## src/rtl/bin2bcd_hex_display.sv

```systemverilog
// bin2bcd_hex_display: accepts a 32-bit unsigned value over a valid/ready
// handshake and converts it with a 32-iteration double-dabble engine to
// ten BCD digits. The eight low digits drive active-low 7-segment outputs
// {g,f,e,d,c,b,a}. Any nonzero digit above digit 7 (value > 99_999_999)
// raises o_ovf and shows dashes on every digit.
//
// Optional feature macro: BIN2BCD_LZ_BLANK_EN
//   defined   -> leading-zero blanking (digits above the most significant
//                nonzero digit show 7'h7F; o_hex0 and dashes never blank)
//   undefined -> all eight digits are always shown
//
// Handshake: a transfer happens on a rising edge where i_valid && o_ready.
// o_ready is high only while the engine is IDLE. i_data is sampled only on
// that edge. Upstream holds i_valid until it is accepted, and a valid
// presented while o_ready is low is ignored (there is no queueing).
module bin2bcd_hex_display (
  input  logic        i_clk,
  input  logic        i_rst,
  input  logic        i_valid,
  input  logic [31:0] i_data,
  output logic        o_ready,
  output logic        o_ovf,
  output logic [6:0]  o_hex0,
  output logic [6:0]  o_hex1,
  output logic [6:0]  o_hex2,
  output logic [6:0]  o_hex3,
  output logic [6:0]  o_hex4,
  output logic [6:0]  o_hex5,
  output logic [6:0]  o_hex6,
  output logic [6:0]  o_hex7
);

  localparam logic [6:0] SEG_ZERO = 7'b1000000;
  localparam logic [6:0] SEG_DASH = 7'b0111111;
  localparam logic [6:0] SEG_OFF  = 7'h7F;

`ifdef BIN2BCD_LZ_BLANK_EN
  localparam logic [6:0] HEX_HI_RST = SEG_OFF;
`else
  localparam logic [6:0] HEX_HI_RST = SEG_ZERO;
`endif

  typedef enum logic [1:0] {
    S_IDLE = 2'd0,
    S_CONV = 2'd1,
    S_DONE = 2'd2
  } state_t;

  // Active-low segment code for a single BCD digit.
  // Digit 9 is drawn without the bottom segment d.
  function automatic logic [6:0] bcd_to_7seg(input logic [3:0] d);
    logic [6:0] seg;
    case (d)
      4'd0:    seg = 7'b1000000;
      4'd1:    seg = 7'b1111001;
      4'd2:    seg = 7'b0100100;
      4'd3:    seg = 7'b0110000;
      4'd4:    seg = 7'b0011001;
      4'd5:    seg = 7'b0010010;
      4'd6:    seg = 7'b0000010;
      4'd7:    seg = 7'b1111000;
      4'd8:    seg = 7'b0000000;
      4'd9:    seg = 7'b0011000;
      default: seg = SEG_OFF;
    endcase
    return seg;
  endfunction

  state_t           r_state;
  state_t           w_state_nxt;
  logic [31:0]      r_bin;
  logic [39:0]      r_bcd;
  logic [4:0]       r_cnt;
  logic             r_ovf;
  logic [7:0][6:0]  r_hex;
  logic [39:0]      w_bcd_adj;
  logic             w_ovf;
  logic [7:0][6:0]  w_hex;
  logic             w_hs;

  assign w_hs    = i_valid && (r_state == S_IDLE);
  assign o_ready = (r_state == S_IDLE);
  assign o_ovf   = r_ovf;
  assign o_hex0  = r_hex[0];
  assign o_hex1  = r_hex[1];
  assign o_hex2  = r_hex[2];
  assign o_hex3  = r_hex[3];
  assign o_hex4  = r_hex[4];
  assign o_hex5  = r_hex[5];
  assign o_hex6  = r_hex[6];
  assign o_hex7  = r_hex[7];

  // FSM state register.
  always_ff @(posedge i_clk) begin
    if (i_rst) r_state <= S_IDLE;
    else       r_state <= w_state_nxt;
  end

  // FSM next-state: one IDLE cycle per handshake, 32 shifts, one DONE cycle.
  always_comb begin
    w_state_nxt = r_state;
    case (r_state)
      S_IDLE:  if (w_hs) w_state_nxt = S_CONV;
      S_CONV:  if (r_cnt == 5'd31) w_state_nxt = S_DONE;
      S_DONE:  w_state_nxt = S_IDLE;
      default: w_state_nxt = S_IDLE;
    endcase
  end

  // Double-dabble correction: every nibble >= 5 gets +3 before the shift.
  always_comb begin
    w_bcd_adj = r_bcd;
    for (int i = 0; i < 10; i++) begin
      if (r_bcd[4*i +: 4] >= 4'd5) w_bcd_adj[4*i +: 4] = r_bcd[4*i +: 4] + 4'd3;
    end
  end

  // Display encoding of the finished accumulator, with dashes on overflow
  // and optional leading-zero blanking (scanning down from digit 7).
  always_comb begin
    logic lead_zero;
    lead_zero = 1'b1;
    w_ovf     = (r_bcd[39:32] != 8'd0);
    w_hex     = '0;
    for (int i = 7; i >= 0; i--) begin
      if (r_bcd[4*i +: 4] != 4'd0) lead_zero = 1'b0;
      if (w_ovf) begin
        w_hex[i] = SEG_DASH;
      end else begin
        w_hex[i] = bcd_to_7seg(r_bcd[4*i +: 4]);
`ifdef BIN2BCD_LZ_BLANK_EN
        if (lead_zero && (i != 0)) w_hex[i] = SEG_OFF;
`endif
      end
    end
  end

  // Datapath: load on handshake, shift during CONV, publish on DONE.
  always_ff @(posedge i_clk) begin
    if (i_rst) begin
      r_bin    <= '0;
      r_bcd    <= '0;
      r_cnt    <= '0;
      r_ovf    <= 1'b0;
      r_hex[0] <= SEG_ZERO;
      for (int i = 1; i < 8; i++) r_hex[i] <= HEX_HI_RST;
    end else begin
      case (r_state)
        S_IDLE: begin
          if (w_hs) begin
            r_bin <= i_data;
            r_bcd <= '0;
            r_cnt <= '0;
          end
        end
        S_CONV: begin
          r_bcd <= {w_bcd_adj[38:0], r_bin[31]};
          r_bin <= {r_bin[30:0], 1'b0};
          r_cnt <= r_cnt + 5'd1;
        end
        S_DONE: begin
          r_ovf <= w_ovf;
          r_hex <= w_hex;
        end
        default: ;
      endcase
    end
  end

endmodule

```

## config.mk

```make
export PLATFORM = sky130hd
export DESIGN_NAME = bin2bcd_hex_display
export DESIGN_NICKNAME = d
export VERILOG_FILES = /design/src/rtl/bin2bcd_hex_display.sv
export SDC_FILE = /design/constraint.sdc
export NUM_CORES = 1
export LEC_CHECK = 0
export CORE_MARGIN = 4
export CORE_UTILIZATION = 35
export CTS_CLUSTER_SIZE = 10
export DETAILED_ROUTE_END_ITERATION = 10
export GPL_ROUTABILITY_DRIVEN = 0
export HOLD_SLACK_MARGIN = 0.05
export SYNTH_ARGS = -nofsm -noshare
export SYNTH_HDL_FRONTEND = slang
export SYNTH_SLANG_ARGS = --single-unit
```

## constraint.sdc

```tcl
create_clock -name i_clk -period 3.3 [get_ports i_clk]
set_input_delay 0.825 -clock i_clk [delete_from_list [all_inputs] [get_ports i_clk]]
set_output_delay 0.825 -clock i_clk [all_outputs]
set_load 0.02 [all_outputs]
```

Word-level counts from Yosys, hierarchy flattened
Memory sizes are Yosys's and may differ from the RTL's. A register that Yosys moved wholly into a read port is not among the register bits.
Cells that the tools add are included.
{"block": "totals", "ramBits": 0, "word_cells": 96, "out_inout_bits": 58, "mem_count": 8, "in_bits": 35, "reg_bits": 136, "latch_bits": 0, "rom_bits": 896}
{"block": "classes", "reduce_logical": 6, "n_bitwise": 0, "n_mul": 0, "n_div": 0, "n_mux": 43, "shift": 0, "addsub": 11, "order_cmp": 10, "eq_ne": 5}
{"name": "(no name shown)", "depth": 16, "word_bits": 7, "rd": 1, "rd_ports_with_merged_regs": 1, "wr": 0, "line": "53", "rtl": "case (d)"}
{"name": "(no name shown)", "depth": 16, "word_bits": 7, "rd": 1, "rd_ports_with_merged_regs": 1, "wr": 0, "line": "53"}
{"name": "(no name shown)", "depth": 16, "word_bits": 7, "rd": 1, "rd_ports_with_merged_regs": 1, "wr": 0, "line": "53"}
{"name": "(no name shown)", "depth": 16, "word_bits": 7, "rd": 1, "rd_ports_with_merged_regs": 1, "wr": 0, "line": "53"}
{"name": "(no name shown)", "depth": 16, "word_bits": 7, "rd": 1, "rd_ports_with_merged_regs": 1, "wr": 0, "line": "53"}
{"name": "(no name shown)", "depth": 16, "word_bits": 7, "rd": 1, "rd_ports_with_merged_regs": 1, "wr": 0, "line": "53"}
{"name": "+2 memories"}
{"op": "two-way mux 4 bit", "n": 25}
{"op": "case mux 40 bit (2 select lines)", "n": 1}
{"op": "case mux 32 bit (2 select lines)", "n": 1}
{"op": "two-way mux 7 bit", "n": 8}
{"op": "greater-or-equal comparator 4 x 3 -> 1 bit, second input constant", "n": 10}
{"op": "two-way mux 40 bit", "n": 1}
{"op": "adder 4 x 2 -> 4 bit, second input constant", "n": 9}
{"op": "two-way mux 32 bit", "n": 1}
{"op": "case mux 5 bit (2 select lines)", "n": 1}
{"op": "nonzero test 8 bit", "n": 1}
{"op": "adder 5 x 1 -> 5 bit, second input constant", "n": 1}
{"op": "== test 5 bit, second input constant", "n": 1}
{"op": "two-way mux 5 bit", "n": 1}
{"op": "two-way mux 2 bit", "n": 2}
{"op": "case mux 2 bit (2 select lines)", "n": 1}
{"op": "AND reduction 2 bit", "n": 2}
{"op": "adder 3 x 2 -> 3 bit, second input constant", "n": 1}
{"op": "two-way mux 3 bit", "n": 1}
{"op": "== test 2 x 1 -> 1 bit, second input constant", "n": 1}
{"op": "== test 2 bit, second input constant", "n": 1}
{"op": "logical NOT 2 bit", "n": 1}
{"op": "inequality test 2 x 1 -> 1 bit, second input constant", "n": 1}
{"op": "inequality test 2 bit, second input constant", "n": 1}
{"op": "nonzero test 2 bit", "n": 1}
{"op": "logical AND 1 bit", "n": 1}

Depth between registers and ports, before layout
{"block": "depth", "ltp_word": 6, "mapped_depth": 12, "mapped_depth_nobuf": 12}

Least setup slack after synthesis
OpenSTA, ideal clock, no wires.
{"block": "synth_path", "path_kind": "input-to-reg", "startpoint": "input i_rst", "endpoint": "register with a tool-made name", "setup_ns": 0.070, "cell_stages": 8, "t_arrival_ns": 2.551, "required_ns": 3.230, "n_path_buf": 1, "slack_ns": 0.679, "cell_sequence": "or3b_4 -> buf_6 -> o31ai_1 -> inv_1 -> ha_1 -> nor4_1 -> nor3_1 -> a21oi_1"}
{"item": "start, declared", "line": "18", "rtl": "input logic i_rst,"}

==> flow_metrics.tcl <==
set metrics [dict create \
    start_util 0.3559 \
    cp_slowest_cell "or4_1" \
    synth.most_common_cell "dfxtp_1" \
    timing.final.ws_setup_ns 0.4411 \
    cap_violations 0 \
    rsz0062_at_grt "no" \
    syn_nets 1060 \
    drtAntennaViolNets 0 \
    setup_viol 0 \
    path_cells "inv_1, ha_1, nand2b_1, a21oi_1, xnor2_1, a22o_1, ha_1, or4_1, o2111ai_1, a21o_1, nand2_1" \
    power_mw 4.612 \
    synth_top_cell_by_area "dfxtp_1" \
    synthFlopType "dfxtp_1" \
    num_rows 58 \
    clockBufferDepth 2 \
    vdd_drop_max_uv 260.8 \
    synth_cell_types 74 \
    coreArea_sq_um 25180 \
    crit_family "compound AO/OA/AOI/OAI gates" \
    cp_max_fo 5 \
    clk_pin_slew_ns 0.07 \
    grt_pass1_vias 7064 \
    clock_skew_ns 0.009476 \
    post_drt_wl_per_cell_microns 14.97 \
    dieArea_sq_um 28230 \
    drc 0 \
    cts-root-buf "clkbuf_16" \
    firstDrtPassIters 5 \
    grt_max_degree 64 \
    clock_latency_ns 0.43 \
    r2r-start "r_bcd[25]" \
    crit_arrival_ns 3.17 \
    p_per_area_nw_per_um2 424.7 \
    grt_usage 0.1462 \
    via_count 7194 \
    diodes 0 \
    overflow 0 \
    relSlewSlack 0.5702 \
    post-route-min-period_ns 2.859 \
    worst-path-buf-inv 1 \
    finalHoldViolCount 0 \
    cp_data_required_time_ns 3.61 \
    cts_tree "done" \
    hold_path_class "register to register" \
    clock.fmax_mhz 349.8 \
    critPathKind "register to register" \
    dp_cells 1354 \
    synth_seq_cells 192 \
    die_h_microns 168.0 \
    vias_per_cell 5.198 \
    grt_pass1_wl_microns 34850 \
    cts_made_buffers 17 \
    leakage_nw 4.523 \
    ctsHoldBuffers 0 \
    yosysTopAreaCellShare 0.4289 \
    tns_ns 0 \
    syn_avg_cell_area_sq_um 9.336 \
    io-pin-count 93 \
    startpoint_type "register" \
    yosysWarnings 0 \
    slew_viol_final 0 \
    htreeDepth 4 \
    hpwl_microns 14180 \
    antenna_found_initial 1 \
    synth_async_sr_flop_share 0 \
    cp_slowest_stage_delay_ns 0.46 \
    ctsResizeCount 0 \
    layout-drive-gt1-share 0.1404 \
    netlist_area_sq_um 8962 \
    wl_microns 20710 \
    post-cts-setup-buffers 0 \
    synth.area.top_cells "dfxtp_1 (43%), ha_1 (9.1%), o221a_2 (6.2%)" \
    fp.dieW_microns 168.0 \
    syn2layout_area_growth_pct 21.16 \
    finalNonFillerCells 1384 \
    crit_start "r_bcd[25]" \
    min_period_over_period 0.8663 \
    io_buffers 92 \
    fin_nets 1143 \
    worst_slew_pin_slew_ns 0.6418 \
    cp-end-kind "register" \
    drtIter0Drc 426 \
    synthCells 960 \
    synth-edff-count 0 \
    place_ws_ns 0.03923 \
    status "completed" \
    synth-seq-area-share 0.4289 \
    cp_common_cell "ha_1" \
    cts.sinks 192 \
    synth_commonest_cells "dfxtp_1 (192), nand2_1 (118), nor2_1 (71), ha_1 (65), inv_1 (55)" \
]
metrics by stage:
step	hold WS [ns]	area (sq um)	utilization
floorplan	0.4331	8962	-
global placement	0.4371	10310	0.4093
detailed placement	0.4400	10310	0.4093
CTS	0.4558	10860	0.4312
global route	0.4824	10860	0.4312
finish	0.4535	10860	0.4312
power by group:
group	switching [mW]	total (mW)	internal, mW
logic	0.146	0.251	0.105
registers	0.0217	2.38	2.36
clock network	0.922	1.98	1.06
placed cells by master, fill, tap and decap left out, types with 6 or more instances in the layout:
master,instances
a211o_1,7
a211oi_1,9
a21o_1,12
a21oi_1,31
a221o_1,8
a22o_1,11
a22oi_1,10
a311oi_1,33
a31oi_1,14
a32oi_1,6
buf_4,32
clkbuf_16,17
clkdlybuf4s50_1,91
dfxtp_1,192
ha_1,65
inv_1,54
inv_2,6
mux2i_1,12
nand2_1,118
nand2b_1,19
nand3_1,11
nor2_1,71
nor3_1,19
o21ai_0,29
o221a_2,49
o31ai_1,7
xnor2_1,11
logic make-up after synthesis:
| logic type | synth area share |
|---|---|
| simple gates | 0.1439 |
| fa+ha+maj | 0.09074 |
| compound gates | 0.2495 |
| flops | 0.4289 |
| buf+inv | 0.05668 |
| xor+xnor | 0.01564 |
| mux | 0.01466 |
cell type report:
cell class	count	area [sq um]
multi-input combinational	645	4624
sequential	192	3844
fill	2477	14320
inverter	61	229.0
timing repair buffer	126	1196
tap	330	412.9
clock buffer	19	442.9
clock inverter	11	110.1
worst paths after layout:
path / endpoint / slack [ns] / depth (start not counted)
worst min register to register: o_hex2[6] / 0.45 / 1
worst max register to register: register / 0.44 / 11
worst min-delay path: o_hex2[6] / 0.45 / 1
worst max-delay path: register / 0.44 / 11
metal layers:
| layer | track usage | routed length (microns) | vias to the layer above |
|---|---|---|---|
| met1 | 0.1914 | 10170 | 3402 |
| li1 | - | - | 3637 |
| met5 | 0 | 13 | - |
| met4 | 0.04446 | 284 | 2 |
| met3 | 0.02935 | 824 | 22 |
| met2 | 0.2439 | 9418 | 131 |
Power figures use the tool's default switching activity.
